==> config.mk <==
export PLATFORM = sky130hd
export DESIGN_NAME = instruction_fetch_unit
export DESIGN_NICKNAME = d
export VERILOG_FILES = /design/src/rtl/fetch_pkg.sv /design/src/rtl/program_counter_reg.sv /design/src/rtl/instruction_fetch_unit.sv
export SDC_FILE = /design/constraint.sdc
export NUM_CORES = 1
export LEC_CHECK = 0
export BUFFER_PORTS_ARGS = -buffer_cell sky130_fd_sc_hd__buf_4
export CORE_ASPECT_RATIO = 1.25
export CORE_UTILIZATION = 47
export CTS_CLUSTER_SIZE = 25
export DETAILED_ROUTE_END_ITERATION = 6
export PLACE_DENSITY = 0.8
export SLEW_MARGIN = 20
export SYNTH_ARGS = -nofsm -noshare
export SYNTH_HDL_FRONTEND = slang
export SYNTH_SLANG_ARGS = --single-unit
==> constraint.sdc <==
create_clock -name clk -period 5.12 [get_ports clk]
set_input_delay 0.512 -clock clk [delete_from_list [all_inputs] [get_ports clk]]
set_output_delay 0.512 -clock clk [all_outputs]
set_load 0.01 [all_outputs]
==> src/rtl/fetch_pkg.sv <==
// ============================================================================
// Module : fetch_pkg
// Brief  : Shared PCSrc encodings, bubble instruction and fetch state type.
// Rev    : 1.0
// ============================================================================
`default_nettype none

package fetch_pkg;

  localparam logic [1:0] PCSRC_SEQ    = 2'b00;
  localparam logic [1:0] PCSRC_BRANCH = 2'b01;
  localparam logic [1:0] PCSRC_JUMP   = 2'b10;
  localparam logic [1:0] PCSRC_JR     = 2'b11;

  // sll $0,$0,0 doubles as the pipeline bubble
  localparam logic [31:0] NOP_INSTR = 32'h0000_0000;

  typedef enum logic [0:0] {
    RUN  = 1'b0,
    HALT = 1'b1
  } fetch_state_t;

endpackage

`default_nettype wire

==> src/rtl/program_counter_reg.sv <==
// ============================================================================
// Module : program_counter_reg
// Brief  : Enable-gated PC register, async active-high reset to RESET_PC.
// Rev    : 1.0
// ============================================================================
`default_nettype none

module program_counter_reg #(
  parameter int                    DATA_WIDTH = 32,
  parameter logic [DATA_WIDTH-1:0] RESET_PC   = 32'h0000_0000
) (
  input  logic                  clk,
  input  logic                  reset,
  input  logic                  en,
  input  logic [DATA_WIDTH-1:0] d,
  output logic [DATA_WIDTH-1:0] q
);

  always_ff @(posedge clk or posedge reset) begin
    if (reset) begin
      q <= RESET_PC;
    end else if (en) begin
      q <= d;
    end
  end

endmodule

`default_nettype wire

==> src/rtl/instruction_fetch_unit.sv <==
// ============================================================================
// Module : instruction_fetch_unit
// Brief  : PC, next-PC select, range/alignment halt and IF/ID register.
//          Optional macro FETCH_ALIGN_CHECK_EN halts on a misaligned target.
// Rev    : 1.0
// ============================================================================
`default_nettype none

module instruction_fetch_unit
  import fetch_pkg::*;
#(
  parameter int                    DATA_WIDTH   = 32,
  parameter int                    MEMORY_DEPTH = 32,
  parameter logic [DATA_WIDTH-1:0] RESET_PC     = 32'h0000_0000
) (
  input  logic                  clk,
  input  logic                  reset,
  input  logic                  Stall,
  input  logic                  Flush,
  input  logic [1:0]            PCSrc,
  input  logic [DATA_WIDTH-1:0] BranchTarget,
  input  logic [25:0]           JumpIndex,
  input  logic [DATA_WIDTH-1:0] JumpRegister,
  output logic [DATA_WIDTH-1:0] InstrAddress,
  input  logic [DATA_WIDTH-1:0] InstrIn,
  output logic [DATA_WIDTH-1:0] IFID_Instruction,
  output logic [DATA_WIDTH-1:0] IFID_PCPlus4,
  output logic                  IFID_Valid,
  output logic                  Halted,
  output logic [DATA_WIDTH-1:0] FetchCount
);

  // One extra bit so the window end cannot wrap when RESET_PC is high
  localparam logic [DATA_WIDTH:0] WINDOW_LO = {1'b0, RESET_PC};
  localparam logic [DATA_WIDTH:0] WINDOW_HI = WINDOW_LO + (DATA_WIDTH+1)'(4 * MEMORY_DEPTH);

  fetch_state_t          state;
  logic [DATA_WIDTH-1:0] pc;
  logic [DATA_WIDTH-1:0] pc_plus4;
  logic [DATA_WIDTH-1:0] next_pc_raw;
  logic [DATA_WIDTH-1:0] next_pc;
  logic                  misaligned;
  logic                  in_range;
  logic                  pc_en;

  assign pc_plus4     = pc + DATA_WIDTH'(4);
  assign InstrAddress = pc;
  assign Halted       = (state == HALT);
  assign in_range     = ({1'b0, pc} >= WINDOW_LO) && ({1'b0, pc} < WINDOW_HI);

  always_comb begin
    next_pc_raw = pc_plus4;
    case (PCSrc)
      PCSRC_SEQ:    next_pc_raw = pc_plus4;
      PCSRC_BRANCH: next_pc_raw = BranchTarget;
      PCSRC_JUMP:   next_pc_raw = {pc_plus4[DATA_WIDTH-1:28], JumpIndex, 2'b00};
      PCSRC_JR:     next_pc_raw = JumpRegister;
      default:      next_pc_raw = pc_plus4;
    endcase
  end

`ifdef FETCH_ALIGN_CHECK_EN
  assign misaligned = |next_pc_raw[1:0];
  assign next_pc    = next_pc_raw;
`else
  assign misaligned = 1'b0;
  assign next_pc    = next_pc_raw & ~DATA_WIDTH'(3);
`endif

  assign pc_en = (state == RUN) && !Stall && in_range && !misaligned;

  program_counter_reg #(
    .DATA_WIDTH (DATA_WIDTH),
    .RESET_PC   (RESET_PC)
  ) u_pc (
    .clk   (clk),
    .reset (reset),
    .en    (pc_en),
    .d     (next_pc),
    .q     (pc)
  );

  always_ff @(posedge clk or posedge reset) begin
    if (reset) begin
      state            <= RUN;
      IFID_Instruction <= '0;
      IFID_PCPlus4     <= '0;
      IFID_Valid       <= 1'b0;
      FetchCount       <= '0;
    end else begin
      case (state)
        RUN: begin
          if (Stall) begin
            // Flush still wins over Stall on the IF/ID register
            if (Flush) begin
              IFID_Instruction <= DATA_WIDTH'(NOP_INSTR);
              IFID_PCPlus4     <= '0;
              IFID_Valid       <= 1'b0;
            end
          end else if (!in_range || misaligned) begin
            state            <= HALT;
            IFID_Instruction <= DATA_WIDTH'(NOP_INSTR);
            IFID_PCPlus4     <= '0;
            IFID_Valid       <= 1'b0;
          end else if (Flush) begin
            IFID_Instruction <= DATA_WIDTH'(NOP_INSTR);
            IFID_PCPlus4     <= '0;
            IFID_Valid       <= 1'b0;
          end else begin
            IFID_Instruction <= InstrIn;
            IFID_PCPlus4     <= pc_plus4;
            IFID_Valid       <= 1'b1;
            if (FetchCount != '1) begin
              FetchCount <= FetchCount + DATA_WIDTH'(1);
            end
          end
        end
        HALT: begin
          IFID_Instruction <= DATA_WIDTH'(NOP_INSTR);
          IFID_PCPlus4     <= '0;
          IFID_Valid       <= 1'b0;
        end
        default: state <= HALT;
      endcase
    end
  end

endmodule

`default_nettype wire

# [Word level (Yosys, flattened, before mapping)]
# Cells that the tools add are included.
[word_totals] register_bits=128 out_inout_bits=130 in_bits=128 elab_cells=40
[op_classes] reduce_logical=5 n_lt_le_gt_ge=1 mux=18 bitwise_logic=3 n_addsub=2 eq_ne=5
[ops] op="$mux 32" n=7
[ops] op="$pmux 32 s2" n=2
[ops] op="$pmux 32 s4" n=1
[ops] op="$add 32x1->32 const B" n=1
[ops] op="$add 32x3->32 const B" n=1
[ops] op="$lt 32x8->1 const B" n=1
[ops] op="$ne 32x32->1 const B" n=1
[ops] op="$mux 1" n=7
[ops] op="$reduce_and 5->1" n=1
[ops] op="$eq 2x2->1 const B" n=2
[ops] op="$ne 3x3->1 const B" n=1
[ops] op="$not 1->1" n=3
[ops] op="$eq 2x1->1 const B" n=1
[ops] op="$logic_and 1x1->1" n=2
[ops] op="$logic_not 2->1" n=1
[ops] op="$pmux 1 s2" n=1
[ops] op="$logic_not 1->1" n=1

# [Logic depth before layout (Yosys ltp)]
# Gate-level depths: netlist (run 1).
[depth] ltp_word=5 ltp_mapped=7 depth_no_buf=6

# [By module]
# Synthesis (run 1) repeated with hierarchy kept, for this count alone.
[hier_totals] hier_cells=502 area_unflattened_um2=6528.8
[by_module_without_submodules] module="instruction_fetch_unit" n_inst=1 cells_per_inst=433 area_per_inst_um2=5180.0 seq_area_each_um2=2452.4
[by_module_without_submodules] module="program_counter_reg" n_inst=1 cells_per_inst=69 area_per_inst_um2=1348.8 seq_area_each_um2=800.8

# [Worst setup path after synthesis (run 1)]
# No wires, ideal clock.
[synth_path] kind="register to register" from="reg FetchCount[0]" to="reg FetchCount[1]" period_less_slack_ns=2.016 setup_slack_ns=3.104 setup_ns=0.125 path_stages_with_launch=7 t_arrival_ns=1.891 n_path_buf=0 required_time_ns=4.995 cell_sequence="dfrtp_1 > ha_1 > nand3_1 > nor3_2 > nand3_1 > nand2_1 > mux2_2"
[synth_between] elab_chain_len=2 word_cells_on_any_way=3 classes_between="add/sub (1); eq/ne (1); reduce/logical (1)"
[synth_lines] element="start: declaration" line="instruction_fetch_unit.sv:30" source="output logic [DATA_WIDTH-1:0] FetchCount"
[synth_lines] element="start signal: assignment" line="instruction_fetch_unit.sv:114" source="FetchCount <= FetchCount + DATA_WIDTH'(1);"
[synth_lines] element="parallel branches: the longest is 2 deep, another holds $add 32x1->32"
# Several ways; the timed one is not identified.
# A chain may end at the register's enable or synchronous reset.

# [Worst setup path in the final report (run 1)]
# Ends and elaborated chain as after synthesis.

==> results of run 1 <==
cell usage in the layout, fill, tap and decap left out, drive strengths merged, types with 2 or more instances in the layout:
master and count:
and4 3, and2 26, dfrtp 126, a22o 33, ha 2, nor3 9
xnor2 30, xor2 5, mux2 15, bufinv 3, a22oi 14, nand2b 2
nor3b 2, and3 8, mux4 6, nand3 22, clkinv 6, inv 5
o21ai 9, nor4 9, a21o 3, o21bai 19, nor2 18, o22a 3
mux2i 10, nand2 25, clkbuf 19, a21oi 7, nor4b 2, buf 252
a211oi 2, nand4 25, clkinvlp 4, conb 4, a31o 5
worst register-to-register path, cell delays in order (launching register included):
cell     delay, ns
dfrtp_1       0.43
ha_1          0.21
nand3_1       0.21
nor3_2        0.60
nand3_1       0.64
nand2_1       0.31
mux2_2        0.36
per-stage QoR:
step	instances	cell area [um^2]	utilization, %	worst slack (ns)	hold WS (ns)
2_1_floorplan	484	5705	-	1.252	0.5140
3_3_place_gp	866	7655	65.28	2.478	0.4647
3_5_place_dp	866	7655	65.28	2.341	0.4724
4_1_cts	898	8273	70.55	2.298	0.3111
5_1_grt	899	8293	70.72	2.037	0.3152
6_report	899	8293	70.72	2.238	0.2940
worst max-delay path by stage:
stage	start	endpoint
6_report	FetchCount[0]	FetchCount[1]
3_5_place_dp	FetchCount[0]	FetchCount[1]
4_1_cts	FetchCount[0]	FetchCount[1]
3_3_place_gp	FetchCount[0]	FetchCount[1]
5_1_grt	FetchCount[0]	FetchCount[1]
2_1_floorplan	reset	FetchCount[0]
metal layers:
layer	vias to the layer above	share of wire (%)
met1	2392	38
met2	226	52
met5	-	0
met4	0	3.9
met3	43	6.5
li1	2252	-
flip-flops by register name, summed over array words and instances, names as in the netlist:
register / flops
IFID_PCPlus4: 30
FetchCount: 32
u_pc.q: 30
IFID_Instruction: 32
IFID_Valid: 1
Halted: 1
power by group through the flow:
| stage | logic, mW | clock network (mW) | registers, mW |
|---|---|---|---|
| 3_3_place_gp | 0.203 | 0 | 1.05 |
| 6_report | 0.206 | 1.23 | 1.03 |
| 2_1_floorplan | 0.0851 | 0 | 1.05 |
| 4_1_cts | 0.208 | 1.25 | 1.03 |
| 5_1_grt | 0.223 | 1.29 | 1.04 |
| 3_5_place_dp | 0.207 | 0 | 1.05 |
final cells by class:
class	instances	area, um^2	area share (%)
Multi-Input combinational cell	323	2395	28.88
Clock inverter	13	165.2	1.992
Inverter	5	21.27	0.2565
Timing Repair Buffer	252	1904	22.96
Tap cell	161	201.4	2.429
Sequential cell	126	3153	38.02
Clock buffer	19	452.9	5.462
kinds of logic after synthesis:
kind of cell	after synthesis	synth area share (%)
buffers and inverters	35	2.988
AND/OR/NAND/NOR	156	15.93
flip-flops	126	55.37
multiplexers	31	7.097
other	1	0.06586
AO/OA/AOI/OAI	95	12.72
XOR/XNOR	35	5.383
adder cells (fa/ha/maj)	2	0.4394
==> impl_metrics.ini, run 1 <==
[clocking]
cts.sinks = 126
cts_tree = built
cts_buffers = 17
cts_hold_buf = 0
h-tree-depth = 4
clk_latency_ns = 0.41
clkTransAtPathRegs_ns = 0.06
post-cts-setup-buffers = 0
root_buffer = clkbuf_16
cts-resized-gates = 0
cts_buffer_depth = 2

[critical_path]
cp_slowest_cell = nand3_1
r2r_setup_slack_ns = 2.24
endpoint_kind = flip-flop
start_kind = flip-flop
worst-path-stages = 6
cp_slowest_stage_delay_ns = 0.64
path_cells = ha_1, nand3_1, nor3_2, nand3_1, nand2_1, mux2_2
r2r_start = FetchCount[0]
required_ns = 5.41
crit_top_cell = nand3_1
critPathArrivalTime_ns = 3.17
rr_endpoint = FetchCount[1]
r2r_cells = 6
path_delay_family = simple AND/OR/NAND/NOR gates
critPathKind = flip-flop to flip-flop
crit_fanout = 17
crit_buf_inv = 0

[routing]
via_count = 4913
drtIter0Drc = 215
wire_per_inst_um = 18.05
drt-total-wl_um = 16230
drc = 0
final_antenna_net_count = 0
vias_per_cell = 5.465
drt_first_pass_iters = 4

[finish]
fillers = 838
nets = 855
syn_to_final_growth_pct = 45.64
drive_above_1_share_pct = 43.77
num_antenna_cells = 0

[pwr]
power.density_nw_per_um2 = 297.9
clockPowerShare_pct = 49.8
comb_power_share_pct = 8.3
finalPower_mw = 2.471
p_int_mw = 1.921
switchingPower_mw = 0.5500
seqPwrFrac_pct = 41.9
vdd_ir_drop_max_mv = 0.1723
leakage_nw = 4.111
swShare_pct = 22.26

[sta]
relSlewSlack_pct = 33.90
layout_min_cycle_time_ns = 2.882
finClkSkew_ns = 0.01087
max_freq_ghz = 0.3470
hold_viol = 0
grt_setup_unrepaired = no
worst_pin_slew_ns = 0.9894
finalSetupViolCount = 0
tns_ns = 0
drv_slew = 0
fin_crit_sh_pct = 56.29

[global_route]
grt_max_degree = 71
use_met1_pct = 29.78
use_met3_pct = 6.596
grt_overflow = 0
grt_pass1_wl_um = 25730
grt_busiest_layer = met2
grt.met2_usage_pct = 46.49
antenna_found_initial = 0
grt_pass1_vias = 5173
grt.total_usage_pct = 26.57

[synth]
ys_seq_area_share_pct = 55.37
ys.flop_type = dfrtp_1
ys_async_sr_fraction_pct = 100.0
syn_inst = 481
synth_common_cells = dfrtp_1, a22o_1, xnor2_1
synth_top_area_cell = dfrtp_1
avgSynthCellArea_um2 = 11.84
ys_top_cells_by_area = dfrtp_1, a22o_1, xnor2_1, mux2_2, and2_1
synth_area_um2 = 5694
synth-edff-count = 0
yosysWarnings = 0
synth_cell_type_count = 46
yosysTopAreaCellShare_pct = 55.37
synth_most_common_cell = dfrtp_1
synth_seq_cells = 126

[placement]
numPortBuffers = 249
dp_hpwl_um = 11700
place_congestion = 0.8278

[floorplan]
dieArea_um2 = 12560
core_um2 = 11730
fp.dieH_um = 125.1
die_w_um = 100.5
start_util_pct = 48.56
row_count = 44
io_pins = 258

[min_path]
min_path_type = input port to async pin

[status]
outcome = complete, no violations

[flow_run]
timing.max_cap.violations = 0
No activity file was read; power rests on OpenSTA's default activity.
==> inputs of run 2 (changes only) <==
--- a/config.mk
+++ b/config.mk
@@ -5,12 +5,13 @@
 export SDC_FILE = /design/constraint.sdc
 export NUM_CORES = 1
 export LEC_CHECK = 0
+export ABC_AREA = 1
 export BUFFER_PORTS_ARGS = -buffer_cell sky130_fd_sc_hd__buf_4
 export CORE_ASPECT_RATIO = 1.25
-export CORE_UTILIZATION = 47
+export CORE_UTILIZATION = 45
 export CTS_CLUSTER_SIZE = 25
 export DETAILED_ROUTE_END_ITERATION = 6
-export PLACE_DENSITY = 0.8
+export PLACE_DENSITY = 0.78
 export SLEW_MARGIN = 20
 export SYNTH_ARGS = -nofsm -noshare
 export SYNTH_HDL_FRONTEND = slang
==> constraint.sdc (replaced) <==
create_clock -name clk -period 2.6 [get_ports clk]
set_input_delay 0.26 -clock clk [delete_from_list [all_inputs] [get_ports clk]]
set_output_delay 0.26 -clock clk [all_outputs]
set_load 0.01 [all_outputs]
==> impl_metrics.ini, run 2 <==
[routing]
drt-total-wl_um = 19190
final_antenna_net_count = 0
drc = 0
drt_first_pass_iters = 4
drtIter0Drc = 291
wire_per_inst_um = 14.20
vias_per_cell = 4.859
via_count = 6565

[global_route]
grt.total_usage_pct = 25.50
grt_pass1_vias = 6098
grt_pass1_wl_um = 30320
grt_max_degree = 68
antenna_found_initial = 0
grt_overflow = 0

[critical_path]
critPathKind = flip-flop to flip-flop
required_ns = 2.91
crit_top_cell = inv_1
endpoint_kind = flip-flop
start_kind = flip-flop
cp_slowest_stage_delay_ns = 0.41
critPathArrivalTime_ns = 2.30
cp_slowest_cell = dfrtp_1
crit_fanout = 28
path_cells = nor2_1, nand3_1, inv_1, nand2_1, nor2_2, nand2_2, buf_4, o21ai_0, inv_1

[sta]
whs_ns = 0.03055
worst_pin_slew_ns = 0.5899
grt_setup_unrepaired = no
drv_slew = 0
finClkSkew_ns = 0.01455
max_freq_ghz = 0.5032
fin_crit_sh_pct = 76.44
layout_min_cycle_time_ns = 1.987
relSlewSlack_pct = 60.59
hold_viol = 0
finalSetupViolCount = 0
tns_ns = 0

[synth]
ys_seq_area_share_pct = 47.68
ys_async_sr_fraction_pct = 100.0
syn_inst = 912
synth_most_common_cell = nand2_1
synth_area_um2 = 6613
yosysTopAreaCellShare_pct = 47.68
avgSynthCellArea_um2 = 7.251
ys_top_cells_by_area = dfrtp_1, nand2_1, nor2_1, nand3_1, inv_1
synth-edff-count = 0
synth_common_cells = nand2_1, dfrtp_1, nor2_1
synth_top_area_cell = dfrtp_1
ys.flop_type = dfrtp_1
synth_seq_cells = 126
yosysWarnings = 0
synth_cell_type_count = 29

[floorplan]
dieArea_um2 = 15190
row_count = 49
start_util_pct = 46.09
die_w_um = 110.4
core_um2 = 14350
io_pins = 258
fp.dieH_um = 137.5

[placement]
dp_hpwl_um = 14260
numPortBuffers = 249
place_congestion = 0.9185

[finish]
seqCellArea_um2 = 3153
multi_input_area_um2 = 2912
final_common_cell = nand2_1
fillers = 1309
layout_common_cells = nand2_1, buf_4, dfrtp_1
syn_to_final_growth_pct = 40.06
nets = 1290
num_antenna_cells = 0
reg.largest.list = FetchCount: 32 flops, IFID_Instruction: 32 flops
drive_above_1_share_pct = 27.02

[clocking]
cts_buffer_depth = 2
cts_buffers = 17
root_buffer = clkbuf_16
cts-resized-gates = 0
cts_hold_buf = 1
h-tree-depth = 4
clkTransAtPathRegs_ns = 0.06
clk_latency_ns = 0.42
cts_tree = built
post-cts-setup-buffers = 0
cts.sinks = 126

[flow_run]
timing.max_cap.violations = 0

[pwr]
power.density_nw_per_um2 = 508.5
leakage_nw = 4.980
vdd_ir_drop_max_mv = 0.3516

[min_path]
min_path_type = input port to flip-flop

[status]
outcome = complete, no violations
-- run 2: cell types whose count changed after synthesis, moves of 26 or more --
| cell | delta |
|---|---|
| nand3_1 | +48 |
| xnor2_1 | -26 |
| and2_1 | -26 |
| nor2_1 | +77 |
| nand2_1 | +364 |
| inv_1 | +81 |
| a22o_1 | -29 |
-- run 2: kinds of logic (layout without fill, tap and decap cells) --
logic type	count (synthesis)	count (layout)	synth area share, %
adder cells (fa/ha/maj)	2	2	0.3784
AND/OR/NAND/NOR	585	585	36.65
flip-flops	126	126	47.68
AO/OA/AOI/OAI	49	49	4.030
other	1	4	0.05671
buffers and inverters	130	388	8.685
XOR/XNOR	19	19	2.517
-- run 2: through the flow --
step / util, % / worst slack [ns] / cell area, um^2 / std cells / total power, mW
6_report: 64.56 / 0.6126 / 9261 / 1351 / 4.710
4_1_cts: 64.56 / 0.5987 / 9261 / 1351 / 4.754
3_5_place_dp: 60.18 / 0.6190 / 8633 / 1318 / 2.281
2_1_floorplan: - / 0.7867 / 6628 / 915 / 2.098
3_3_place_gp: 60.18 / 0.6467 / 8633 / 1318 / 2.279
5_1_grt: 64.56 / 0.4123 / 9261 / 1351 / 4.880
-- run 2: power breakdown --
group	internal, mW	leakage, nW	switching, mW
combinational	0.151	3.08	0.133
clock	1.56	0.293	0.900
sequential	1.96	1.61	0.0000000000000000446
total	3.68	4.98	1.03
-- run 2: worst paths after layout --
kind	start	end	slack [ns]	depth (start not counted)
min	InstrIn[31]	IFID_Instruction[31]	0.03	3
max in group asynchronous	reset	FetchCount[0]	1.40	4
min in group asynchronous	reset	IFID_Instruction[22]	0.47	3
min reg2reg	IFID_Instruction[14]	IFID_Instruction[14]	0.48	2
max reg2reg	u_pc.q[10]	u_pc.q[31]	0.61	9
max	u_pc.q[10]	u_pc.q[31]	0.61	9
-- run 2: final cells by class --
| type | count | area share [%] |
|---|---|---|
| clock buffer | 20 | 4.931 |
| clock inverter | 12 | 1.743 |
| inverter | 96 | 3.931 |
| multi-input combinational | 659 | 31.44 |
| sequential | 126 | 34.04 |
| tap | 178 | 2.405 |
| timing repair buffer | 260 | 21.51 |
-- run 2: worst max-delay path: cells and delay by family (launching register included) --
kind / cells / cell delay (ns)
buf+inv: 3 / 0.41
flops: 1 / 0.41
simple gates: 5 / 0.87
compound gates: 1 / 0.18
-- run 2: per-layer routing --
| layer | track usage (%) | vias to the layer above | share of wire [%] |
|---|---|---|---|
| li1 | - | 3284 | - |
| met1 | 30.02 | 2998 | 40 |
| met2 | 43.93 | 249 | 51 |
| met3 | 6.951 | 34 | 6.5 |
| met4 | 11.04 | 0 | 2.4 |
| met5 | 0 | - | 0 |
